**src/rtl/muldiv_sequencer.sv**
```systemverilog
// Multi-cycle unsigned WIDTHxWIDTH multiply (shift-add) and WIDTH/WIDTH divide
// (restoring) built around a single shared combinational adder. Results land in
// HI/LO and hold until the next accepted start.

// Shared 32-bit combinational adder; the sequencer time-multiplexes its operands.
module adder32 (
  input  logic [31:0] A,
  input  logic [31:0] B,
  output logic [31:0] Result
);
  assign Result = A + B;
endmodule

module muldiv_sequencer #(
  parameter int WIDTH = 32
) (
  input  logic             clock,
  input  logic             reset,
  input  logic             start,
  input  logic             op,
  input  logic [WIDTH-1:0] opA,
  input  logic [WIDTH-1:0] opB,
  output logic             busy,
  output logic             done,
  output logic             div_by_zero,
  output logic [WIDTH-1:0] HI,
  output logic [WIDTH-1:0] LO
);

  localparam int CNT_W = $clog2(WIDTH) + 1;

  typedef enum logic [1:0] {
    S_IDLE,
    S_PREP,
    S_RUN,
    S_DONE
  } state_t;

  state_t             r_state;
  state_t             w_next;
  logic               r_op;
  logic [WIDTH-1:0]   r_hi;
  logic [WIDTH-1:0]   r_lo;
  logic [WIDTH-1:0]   r_m;
  logic [WIDTH-1:0]   r_negb;
  logic [CNT_W-1:0]   r_cnt;
  logic               r_dbz;

  logic [WIDTH-1:0]   w_add_a;
  logic [WIDTH-1:0]   w_add_b;
  logic [WIDTH-1:0]   w_sum;
  logic [WIDTH-1:0]   w_rs;
  logic               w_carry;
  logic               w_ok;

  adder32 u_adder (
    .A      (w_add_a),
    .B      (w_add_b),
    .Result (w_sum)
  );

  // Partial remainder shifted left by one, pulling in the next dividend bit.
  assign w_rs = {r_hi[WIDTH-2:0], r_lo[WIDTH-1]};

  // Carry-out recovered from the operand and sum MSBs so the adder stays WIDTH bits.
  assign w_carry = (w_add_a[WIDTH-1] & w_add_b[WIDTH-1]) |
                   ((w_add_a[WIDTH-1] | w_add_b[WIDTH-1]) & ~w_sum[WIDTH-1]);

  // Subtraction succeeds if the shifted-out remainder bit was set or Rs >= divisor.
  assign w_ok = r_hi[WIDTH-1] | w_carry;

  // Adder operand muxing for the current state and operation.
  always_comb begin
    // NOTE: every always_comb output gets a default first so no path can infer a latch.
    w_add_a = '0;
    w_add_b = '0;
    unique case (r_state)
      S_PREP: begin
        if (r_op) begin
          w_add_a = ~r_m;
          w_add_b = WIDTH'(1);
        end
      end
      S_RUN: begin
        if (r_op) begin
          w_add_a = w_rs;
          w_add_b = r_negb;
        end else begin
          w_add_a = r_hi;
          w_add_b = r_lo[0] ? r_m : '0;
        end
      end
      default: ;
    endcase
  end

  // Next-state logic.
  always_comb begin
    w_next = r_state;
    unique case (r_state)
      S_IDLE: begin
        if (start) begin
          w_next = (op && (opB == '0)) ? S_DONE : S_PREP;
        end
      end
      S_PREP: w_next = S_RUN;
      S_RUN:  if (r_cnt == CNT_W'(1)) w_next = S_DONE;
      S_DONE: w_next = S_IDLE;
      default: w_next = S_IDLE;
    endcase
  end

  // State register.
  always_ff @(posedge clock or posedge reset) begin
    // NOTE: sequential state uses non-blocking assignments so all registers update together.
    if (reset) r_state <= S_IDLE;
    else       r_state <= w_next;
  end

  // Datapath registers: operand capture, negated divisor, iteration steps, counter.
  always_ff @(posedge clock or posedge reset) begin
    // NOTE: every datapath register is reset so an abandoned operation leaves no trace.
    if (reset) begin
      r_op   <= 1'b0;
      r_hi   <= '0;
      r_lo   <= '0;
      r_m    <= '0;
      r_negb <= '0;
      r_cnt  <= '0;
      r_dbz  <= 1'b0;
    end else begin
      unique case (r_state)
        S_IDLE: begin
          if (start) begin
            r_op  <= op;
            r_m   <= opB;
            r_dbz <= 1'b0;
            if (op && (opB == '0)) begin
              r_hi  <= opA;
              r_lo  <= '1;
              r_dbz <= 1'b1;
            end else begin
              r_hi <= '0;
              r_lo <= opA;
            end
          end
        end
        S_PREP: begin
          r_cnt <= CNT_W'(WIDTH);
          if (r_op) r_negb <= w_sum;
        end
        S_RUN: begin
          r_cnt <= r_cnt - CNT_W'(1);
          if (r_op) begin
            r_hi <= w_ok ? w_sum : w_rs;
            r_lo <= {r_lo[WIDTH-2:0], w_ok};
          end else begin
            r_hi <= {w_carry, w_sum[WIDTH-1:1]};
            r_lo <= {w_sum[0], r_lo[WIDTH-1:1]};
          end
        end
        default: ;
      endcase
    end
  end

  assign busy        = (r_state != S_IDLE);
  assign done        = (r_state == S_DONE);
  assign div_by_zero = r_dbz;
  assign HI          = r_hi;
  assign LO          = r_lo;

endmodule
```
**config.mk**
```make
export PLATFORM = sky130hd
export DESIGN_NAME = muldiv_sequencer
export DESIGN_NICKNAME = d
export VERILOG_FILES = /design/src/rtl/muldiv_sequencer.sv
export SDC_FILE = /design/constraint.sdc
export NUM_CORES = 1
export LEC_CHECK = 0
export CAP_MARGIN = 0
export CORE_ASPECT_RATIO = 1.75
export CORE_MARGIN = 1.5
export CORE_UTILIZATION = 55
export CTS_BUF_LIST = sky130_fd_sc_hd__clkbuf_4 sky130_fd_sc_hd__clkbuf_8
export CTS_CLUSTER_DIAMETER = 60
export DETAILED_ROUTE_END_ITERATION = 10
export GPL_TIMING_DRIVEN = 0
export HOLD_SLACK_MARGIN = 0.03
export PLACE_DENSITY = 0.92
export SKIP_LAST_GASP = 1
export SYNTH_ARGS = -nofsm -noshare
export SYNTH_HDL_FRONTEND = slang
export SYNTH_SLANG_ARGS = --single-unit
```
**constraint.sdc**
```tcl
create_clock -name clock -period 12.8 [get_ports clock]
set_input_delay 1.92 -clock clock [delete_from_list [all_inputs] [get_ports clock]]
set_output_delay 1.92 -clock clock [all_outputs]
set_load 0.01 [all_outputs]
```
==> metrics list, run 1 <==
- Dividing the detail-routed wire length by the instance count gives 22.9 um.
- Detailed Routing Iterations Pass 1: 8
- Count of input and output buffers: 134
* Number of rows created at floorplan: 64
* Total inserted antenna cells: 0
- The number of slew-limit violations in the final report is 0.
- Data arrives at the worst endpoint at 7.37 ns.
- Element type at the critical path end: flip-flop
* Synth Instances: 1110
- Post-placement cell count: 1476
- The initial antenna violation count is 0.
* Run status: finished, final reports clean
- Fraction of layout instances using a drive strength above 1: 0.0893
- Sorting the synthesized cells by area gives the leading types as dfrtp_1 35%, nand2_1 7.7%, mux2i_1 6.8%, mux2_2 6.1%, ha_1 4.8%.
- Adding up every negative setup slack in the final design gives 0 ns.
- The critical path in this run is classified as flip-flop to flip-flop.
- The min-delay analysis places its worst path in the category flip-flop to flip-flop.
- Max-capacitance violation count: 0
* Top-level port count: 135
* Number of remaining DRC errors: 0
- Of the total power, the clock network draws 0.121.
- Clock skew on the completed layout was measured at 0.0164 ns.
- Yosys printed 0 warnings.
- Synth area leader: dfrtp_1
- Final weighted congestion in routability-driven placement: 1.03
* Post-detailed-placement half-perimeter wirelength: 26200 um
* Area enclosed by the die boundary: 18500 um^2
- Of the total power, registers draw 0.298.
- Peak fanout along the critical path: 10
- Global-route usage over all layers: 0.370
* Standby leakage power: 5.06 nW
- Entering global routing, the biggest net connects 73 pins.
* Most common flop cell mapped by yosys: dfrtp_1
- CTS built an H-tree with a depth of 4.
- Y dimension of the die: 179 um
- Top-count cell post-synth: nand2_1
- In this run, the number of DRC markers left after iteration 0 of detailed routing was 981.
- Counting every net in the synthesized netlist gives 1217.
- Clock buffer depth: 2
- After global routing the overflow that remains totals 0.
* PD cells: 243 nW/um^2
- After floorplanning, the core was sized to cover 17400 um^2.
- Clock-pin slew on the worst setup and hold paths: 0.08 ns
* Part of the power in combinational logic: 0.581
- Count of flip-flops with a built-in enable after synthesis: 0
- Share of synthesized flip-flops with an asynchronous set or reset: 1.00
- Internal: 1.47 mW
- Post-CTS repair changed the size of 0 cells.
- After clock tree synthesis, the flow added hold-fix buffers numbering 0.
- Setup violations remaining at the end of the flow were counted as 0.
- Clock tree synthesis inserted a total of 17 buffers.
- Avg Synthesized Cell Area: 8.77 um^2
- Area growth syn-to-layout: 20.9%
- The cell area that synthesis handed to floorplanning was 9730 um^2.
- Via-to-Cell Ratio: 6.84
- Antenna viol nets, final: 0
* Area fraction of the dominant cell type after synthesis: 0.355
* Worst Tran Pin Value: 1.41 ns
- Number of nets in the final layout: 1371
- Data on the critical path is required at its endpoint by 13.10 ns.
- Max-slew headroom: 0.0483
- Sequential element share of the synthesized area: 0.355
* Clock period minus final worst setup slack: 7.07 ns
* Via count of the first global-routing pass: 10.3k
* Clock tree from TritonCTS: done
* Count of vias placed by the detailed router: 10.3k
- The filler cells instantiated in the layout total 1366.
- For this design the total switching power over the nets is 1.39 mW.
- The clock net in this run drives a total of 138 sinks.
* Number of buffers inserted by post-CTS setup repair: 0
* Final period utilization: 0.552
* Unrepaired setup endpoints after global routing: false
- The synthesized design contains 138 register bits.
- Die boundary width: 104 um
- Switching power as a share of total power: 0.486
- The number of endpoints with negative hold slack in the final report came to 0.
* Clock root buffer: clkbuf_8
* Non-filler cells in the finished layout: 1508
* Unique masters post-synth: 68
- Worst skew pair latency: 0.46 ns
- IR Drop Worst-Case VDD: 212 uV
* Detailed Route WL: 34600 um
* Wire length of the first global-routing pass: 53600 um
* Starting Density: 0.560
- The worst setup path is launched from a flip-flop.
* Synth cell count leaders: 199 x nand2_1, 138 x dfrtp_1, 73 x nor2_1
- Fmax: 141 MHz
==> stage by stage <==
step / hold slack (ns) / power, mW / setup slack (ns) / area (um^2) / utilization
after floorplan: 0.450 / 1.83 / 7.18 / 9730 / -
after global placement: 0.463 / 2.40 / 5.23 / 11400 / 0.654
after detailed placement: 0.472 / 2.45 / 6.02 / 11400 / 0.656
after CTS: 0.490 / 2.80 / 5.98 / 11800 / 0.677
after global routing: 0.522 / 3.01 / 5.51 / 11800 / 0.677
final: 0.487 / 2.86 / 5.73 / 11800 / 0.677
==> worst max-delay path, cell delays in order, from the launching register on <==
cell and delay [ns]:
dfrtp_1 0.33, clkbuf_1 0.40, buf_1 0.67, buf_1 0.60, mux2i_1 0.30, o22ai_1 0.12
ha_1 0.33, clkdlybuf4s15_2 0.28, nand2_1 0.25, nor3_1 0.10, a221o_1 0.36, a211oi_2 0.42
o41ai_2 0.20, nand2_1 0.10, nand2_1 0.05, a21o_1 0.21, fa_1 0.45, nor2_1 0.59
clkbuf_1 0.49, nor2_1 0.24, a221oi_1 0.29, o22ai_1 0.14
==> routing by layer <==
| metal | routed length (um) | track usage |
|---|---|---|
| met1 | 11700 | 0.392 |
| met2 | 17200 | 0.653 |
| met3 | 3040 | 0.0658 |
| met4 | 2690 | 0.285 |
| met5 | 0 | 0 |
==> sequential cells by signal (all words and copies together), names as in the netlist <==
register     cells
LO              32
r_m             32
div_by_zero      1
r_cnt            6
r_op             1
r_negb          32
HI              32
r_state          2
==> kinds of logic after synthesis <==
family	after synthesis	synth area share
XOR/XNOR	27	0.0243
AND/OR/NAND/NOR	356	0.158
adder cells (fa/ha/maj)	39	0.0517
multiplexers	119	0.129
buffers and inverters	99	0.0491
flip-flops	138	0.355
AO/OA/AOI/OAI	332	0.233
==> power by group through the flow <==
stage	sequential (mW)	combinational, mW	clock [mW]
2_1_floorplan	0.805	1.03	0
3_3_place_gp	0.836	1.57	0
3_5_place_dp	0.843	1.61	0
4_1_cts	0.838	1.62	0.342
5_1_grt	0.867	1.78	0.360
6_report	0.853	1.66	0.346
==> path summary, 6_finish.rpt <==
kind                                 start    endpoint  slack [ns]  cells past startpoint
worst max-delay path                  r_op      HI[23]        5.73                     21
min in group asynchronous            reset       LO[5]        1.93                      2
worst max register to register        r_op      HI[23]        5.73                     21
max in group asynchronous            reset     r_m[26]       10.04                      3
worst min register to register  r_negb[19]  r_negb[19]        0.49                      2
worst min-delay path            r_negb[19]  r_negb[19]        0.49                      2
==> cells in the final DEF (no fill, tap or decap), types with 4 or more instances in the layout <==
master,netlist,layout
nand2_1,199,199
dfrtp_1,138,138
clkdlybuf4s50_1,0,134
nor2_1,73,73
mux2i_1,66,66
clkbuf_1,59,59
o21ai_0,59,59
mux2_2,53,53
a21oi_1,53,53
a22oi_1,41,41
o22ai_1,37,37
ha_1,37,37
o311ai_0,32,32
clkbuf_8,4,23
nand3_1,15,15
o211ai_1,15,15
a31oi_1,15,15
xor2_1,15,15
a21o_1,14,14
nor4_1,13,13
nand4_1,12,12
xnor2_1,12,12
buf_1,11,11
and3_1,11,11
inv_1,11,10
a211oi_1,10,10
nor3_1,9,9
and2_1,8,8
a221oi_1,7,7
a22o_1,6,6
o21bai_1,6,6
clkinv_2,0,6
buf_6,5,5
buf_2,5,5
o21a_1,4,4
==> layout make-up <==
class / count / area [um^2] / area share
multi-input cells: 873 / 5800 / 0.493
flip-flops and latches: 138 / 3450 / 0.294
repair buffers: 135 / 1370 / 0.116
plain buffers: 88 / 437 / 0.0371
well taps: 231 / 289 / 0.0246
clock buffers: 20 / 269 / 0.0229
clock inverters: 12 / 100 / 0.00851
inverters: 11 / 46.3 / 0.00393
No activity file was read; power rests on OpenSTA's default activity.
==> run 2: changes to the inputs <==
- clock period: 12.8 -> 7.2 ns (I/O delays scaled with it)
==> metrics list, run 2 (synthesized netlist as in run 1, its figures left out) <==
- Number of rows created at floorplan: 64
- Aggregate negative setup slack: 0 ns
* Most frequent standard cell in the layout excluding fill and tap cells: nand2_1
* Max-slew headroom: 0.0655
- Number of cell instances on the worst register-to-register path: 23
- Post-CTS resize count: 0
- Worst hold endpoint: r_negb[9]
- The tree is rooted in a clkbuf_8.
- The worst-case IR drop observed on VDD is 375 uV.
- The final layout contains routed wiring with a total length of 34700 um.
* Antenna viol nets, final: 0
- After detailed placement, the design holds a cell count of 1476.
- Final period utilization: 0.952
- End of the worst register-to-register path: HI[23]
- Hold crit path type: flip-flop to flip-flop
* Final setup violation count: 0
- Setup repair after global routing left no endpoint under its margin.
* PD cells: 433 nW/um^2
- Clock tree from TritonCTS: done
- Global-route usage over all layers: 0.370
- Final hold violation count: 0
- The first global-routing pass estimated 53600 um of wire.
- Run status: finished, final reports clean
* Grt ovf: 0
* Element type at the critical path end: flip-flop
* Via count of the first global-routing pass: 10.3k
- Y dimension of the die: 179 um
- For the pin with the worst max-slew slack, the measured transition is 1.39 ns.
- Number of buffers inserted by post-CTS setup repair: 0
- Initial antenna violation count: 0
- Total inserted antenna cells: 0
- Worst path setup slack after routing: 0.346 ns
- Peak fanout along the critical path: 10
- For this run, the top clock speed supported by timing is 146 MHz.
* R2R Path Start: r_state[0]
* Final setup skew: 0.0150 ns
- At the end of the flow the core is filled with cells to 0.677.
- At the end of routability-driven placement, the weighted congestion stood at 1.03.
* Fillcell total: 1366
- Once layout is complete, the cells apart from fillers number 1508.
- In this run the count of I/O pins placed on the die edge is 135.
* Number of stages on the worst hold path: 2
- At the end of the flow, the number of nets in the layout was 1371.
- TritonCTS created 17 clock buffers.
- Across the whole layout, storage elements account for 3450 um^2.
* Fraction of layout instances using a drive strength above 1: 0.0908
* Reg2Reg Setup Slack: 0.35 ns
- The worst hold path begins at r_negb[9].
- Most frequent cells in the layout: 199 x nand2_1, 138 x dfrtp_1, 134 x clkdlybuf4s50_1, 72 x nor2_1, 66 x mux2i_1
- Starting DRT DRC Count: 977
* Area growth syn-to-layout: 20.9%
- Number of remaining DRC errors: 0
* Die boundary width: 104 um
* Area enclosed by the die boundary: 18500 um^2
- The number of slew-limit violations in the final report came to 0.
- Buffers placed on the I/O ports in this run total 134.
- Cell breakdown of the critical path: inv_1 -> ha_1 -> clkbuf_1 -> nand2_1 -> clkbuf_1 -> clkbuf_1 -> o22ai_1 -> ha_1 -> clkdlybuf4s15_2 -> nand2_1 -> nor3_1 -> a221o_1 -> a211oi_2 -> o41ai_2 -> nand2_1 -> nand2_1 -> a21o_1 -> fa_1 -> nor2_2 -> clkbuf_1 -> nor2_1 -> a221oi_1 -> o22ai_1
- Max H-tree Level: 4
- Worst path arrival time: 7.15 ns
* Worst EP required: 7.50 ns
- After detailed routing, the average wire length per cell comes to 23.0 um.
- Count of vias placed by the detailed router: 10.3k
- Largest stage delay, worst path: 0.51 ns
- Summed over all cells, the static leakage comes to 5.06 nW.
- Entering global routing, the biggest net connects 73 pins.
- Before CTS, the worst setup slack after placement is 0.421 ns.
- The largest individual stage delay along the critical path comes from the cell clkbuf_1.
* Detailed Routing Iterations Pass 1: 5
- After floorplanning, the core was sized to cover 17400 um^2.
- Clock tree synthesis found a total of 138 sinks.
- Starting Density: 0.560
* Combined area of the multi-input logic cells: 5800 um^2
- Hold bufs inserted after CTS: 0
- Max-capacitance violation count: 0
- Startpoint kind of the worst setup timing path: flip-flop
- The setup path with the least slack is of type flip-flop to flip-flop.
- The worst path needs 6.85 ns of the cycle, external delays included.
* Post-detailed-placement half-perimeter wirelength: 26200 um
* Clock-pin slew on the worst setup and hold paths: 0.08 ns
- Dividing the detail-routed via count by the number of cells gives 6.84.
* Clock buffer depth: 2
- Worst skew pair latency: 0.46 ns
-- run 2: changes by cell type in the layout (fill, tap and decap cells not counted) --
cell | previous run | this run
nor2_2 | 0 | 1
clkbuf_2 | 0 | 1
nor2_1 | 73 | 72
buf_1 | 11 | 10
-- run 2: worst max-delay path by stage --
stage	start	to	depth (start not counted)	slack, ns
global placement	reset	r_negb[23]	2	0.47
floorplan	r_op	HI[26]	20	1.96
detailed placement	r_op	HI[26]	20	0.42
global route	r_state[0]	LO[0]	25	0.14
finish	r_state[0]	HI[23]	23	0.35
CTS	r_op	HI[23]	20	0.38
-- run 2: layout make-up --
type | count | share of cell area
Sequential cell | 138 | 0.293
Clock inverter | 12 | 0.00851
Buffer | 88 | 0.0372
Inverter | 11 | 0.00393
Timing Repair Buffer | 135 | 0.116
Clock buffer | 20 | 0.0229
Tap cell | 231 | 0.0246
Multi-Input combinational cell | 873 | 0.493
-- run 2: worst max-delay path: cells and delay by family (launching register included) --
family                     cells  cell delay, ns
DFF                            1            0.44
buffers and inverters          6            2.10
adders and majority gates      3            1.09
AOI/OAI and AO/OA              7            1.74
and+or+nand+nor                7            1.30
-- run 2: power by group --
part / leakage [nW] / internal, mW / switching, mW
Clock: 0.187 / 0.292 / 0.321
Sequential: 1.75 / 1.11 / 0.405
Combinational: 3.12 / 1.21 / 1.75
Total: 5.06 / 2.62 / 2.48
-- run 2: per-stage QoR --
| step | hold WS [ns] | total power [mW] | area, um^2 |
|---|---|---|---|
| after detailed placement | 0.472 | 4.36 | 11400 |
| after floorplan | 0.450 | 3.26 | 9730 |
| after global placement | 0.463 | 4.27 | 11400 |
| after global routing | 0.522 | 5.35 | 11800 |
| after CTS | 0.490 | 4.98 | 11800 |
| final | 0.491 | 5.10 | 11800 |
-- run 2: per-layer routing --
metal / routed length [um] / vias to the layer above / part of all wire / GRT usage
met5: 0 / - / 0 / 0
met4: 2620 / 0 / 0.075 / 0.285
met3: 2970 / 220 / 0.086 / 0.0658
met2: 17300 / 741 / 0.50 / 0.653
met1: 11800 / 4929 / 0.34 / 0.392
li1: - / 4430 / - / -
==> run 3: changes to the inputs <==
- SETUP_SLACK_MARGIN: not set -> 0.3
==> metrics list, run 3 (synthesized netlist as in run 1, its figures left out) <==
- Worst path arrival time: 6.96 ns
- Critical Setup Path Class: flip-flop to flip-flop
- Hold repair after CTS inserted 0 buffers.
* Die boundary width: 104 um
- The longest clock path from root to sink contains 2 buffers.
- The initial utilization of the core area, before any placement, comes to 0.560.
* Detailed Routing Iterations Pass 1: 5
- After routing, the total negative slack on setup checks comes to 0 ns.
- In the final layout, the share of cells above drive strength 1 is 0.0955.
- Dividing the detail-routed wire length by the instance count gives 22.9 um.
- The worst setup path is launched from a flip-flop.
- In this run the remaining antenna-violating nets after routing total 0.
- The number of endpoints with negative hold slack in the final report is 0.
- Clock tree from TritonCTS: done
- Before CTS, the worst setup slack after placement is 0.421 ns.
- Via-to-Cell Ratio: 6.82
* Post-CTS resize count: 0
* Number of rows created at floorplan: 64
- Final setup skew: 0.0179 ns
* Reg2Reg Setup Slack: 0.54 ns
* Worst Tran Pin Value: 1.34 ns
* Peak fanout along the critical path: 10
- Entering global routing, the biggest net connects 73 pins.
- The first global-routing pass estimated 53600 um of wire.
- Number of cell instances on the worst register-to-register path: 23
* Fillcell total: 1365
- Across the run, the number of max-cap violations was 0.
* Standby leakage power: 5.08 nW
- Total inserted antenna cells: 0
- Number of CTS-inserted buffers: 17
* Most frequent standard cell in the layout excluding fill and tap cells: nand2_1
- The detailed router placed 10.3k vias in this run.
- Setup slack on the critical path of the routed design comes to 0.541 ns.
- STA puts the critical path data required time at 7.50 ns.
* Grt ovf: 0
- CORE AREA: 17400 um^2
- Fmax: 150 MHz
- Dividing total power by cell area gives a power density of 433 nW/um^2.
- Area taken by flip-flops and latches: 3450 um^2
* Initial antenna violation count: 0
* Startpoint of the lowest-slack hold path: r_negb[19]
- Area enclosed by the die boundary: 18500 um^2
- Post-route cell area: 11800 um^2
- CTS placed an instance of clkbuf_8 at the clock tree root.
* Via count of the first global-routing pass: 10.3k
- Worst hold endpoint: r_negb[19]
* Number of stages on the worst hold path: 2
* Detailed Route WL: 34600 um
- In the layout the commonest cells are 199 x nand2_1, 138 x dfrtp_1, 134 x clkdlybuf4s50_1, 72 x nor2_1, 66 x mux2i_1.
- Detailed placement ended at an HPWL of 26200 um.
* Cell area after placement: 11400 um^2
* Area growth syn-to-layout: 21.0%
* Max-slew violation count: 0
- The worst register-to-register path begins at r_state[0].
* Final period utilization: 0.925
- At the end of routability-driven placement, the weighted congestion stood at 1.03.
- The H-tree was split into 4 levels.
* Final setup violation count: 0
- Worst skew pair latency: 0.47 ns
- The die is 179 um tall.
- Headroom to the max-slew limit came out at 0.0969.
- Input and output buffers added on the ports amount to 134.
- Combined area of the multi-input logic cells: 5800 um^2
- The clock period could shrink to 6.66 ns.
- CTS Sinks: 138
- Critical path startpoint: r_state[0]
* Top-level port count: 135
* Number of remaining DRC errors: 0
* Hold crit path type: flip-flop to flip-flop
- Number of nets in the final layout: 1371
- The worst setup path is captured at a flip-flop.
- For this run, the total global-route usage over all layers was measured as 0.370.
- Number of buffers inserted by post-CTS setup repair: 0
- Across the VDD grid, the largest voltage drop is 378 uV.
- Setup repair after global routing left no endpoint under its margin.
- The first routing iteration left 1005 violations.
- The flow ran to the end, and the final reports show no timing, DRC or antenna violations.
- Clock-pin slew on the worst setup and hold paths: 0.09 ns
* End of the worst register-to-register path: HI[23]
==> run 3: changes by cell type in the layout (fill, tap and decap cells not counted) <==
| cell | delta |
|---|---|
| clkbuf_1 | -6 |
| clkbuf_2 | +6 |
==> run 3: routing by layer <==
metal | vias to the layer above | track usage | share of wire
li1 | 4434 | - | -
met1 | 4889 | 0.392 | 0.34
met2 | 725 | 0.653 | 0.49
met3 | 240 | 0.0658 | 0.088
met4 | 0 | 0.285 | 0.080
met5 | - | 0 | 0
==> run 3: how the worst max path moves through the flow <==
stage                      end  slack [ns]  cells past startpoint
finish                  HI[23]        0.54                     23
global route             LO[0]        0.31                     25
CTS                     HI[23]        0.38                     20
detailed placement      HI[26]        0.42                     20
global placement    r_negb[23]        0.47                      2
floorplan               HI[26]        1.96                     20
==> run 3: final cells by class <==
class / instances / area share
multi-input cells: 873 / 0.493
well taps: 231 / 0.0245
flip-flops and latches: 138 / 0.293
plain buffers: 88 / 0.0378
repair buffers: 135 / 0.116
clock buffers: 20 / 0.0228
inverters: 11 / 0.00393
clock inverters: 12 / 0.00850
==> run 3: metrics by stage <==
stage	utilization	total power [mW]	hold WS [ns]	std cells
after global routing	0.678	5.35	0.522	1508
after floorplan	-	3.26	0.450	1110
after global placement	0.654	4.27	0.463	1475
after detailed placement	0.656	4.36	0.472	1476
final	0.678	5.10	0.488	1508
after CTS	0.677	4.98	0.490	1508
==> run 3: worst max-delay path: stages (launching register included) <==
cell and delay, ns:
dfrtp_1 0.43, inv_1 0.09, ha_1 0.29, clkbuf_1 0.30, nand2_1 0.18, clkbuf_1 0.46
clkbuf_2 0.37, o22ai_1 0.12, ha_1 0.32, clkdlybuf4s15_2 0.27, nand2_1 0.25, nor3_1 0.09
a221o_1 0.36, a211oi_2 0.42, o41ai_2 0.20, nand2_1 0.10, nand2_1 0.05, a21o_1 0.21
fa_1 0.47, nor2_2 0.39, clkbuf_1 0.47, nor2_1 0.23, a221oi_1 0.28, o22ai_1 0.14
==> run 3: where the power goes <==
part	internal (mW)	switching, mW
sequential	1.11	0.404
clock	0.292	0.323
combinational	1.21	1.75
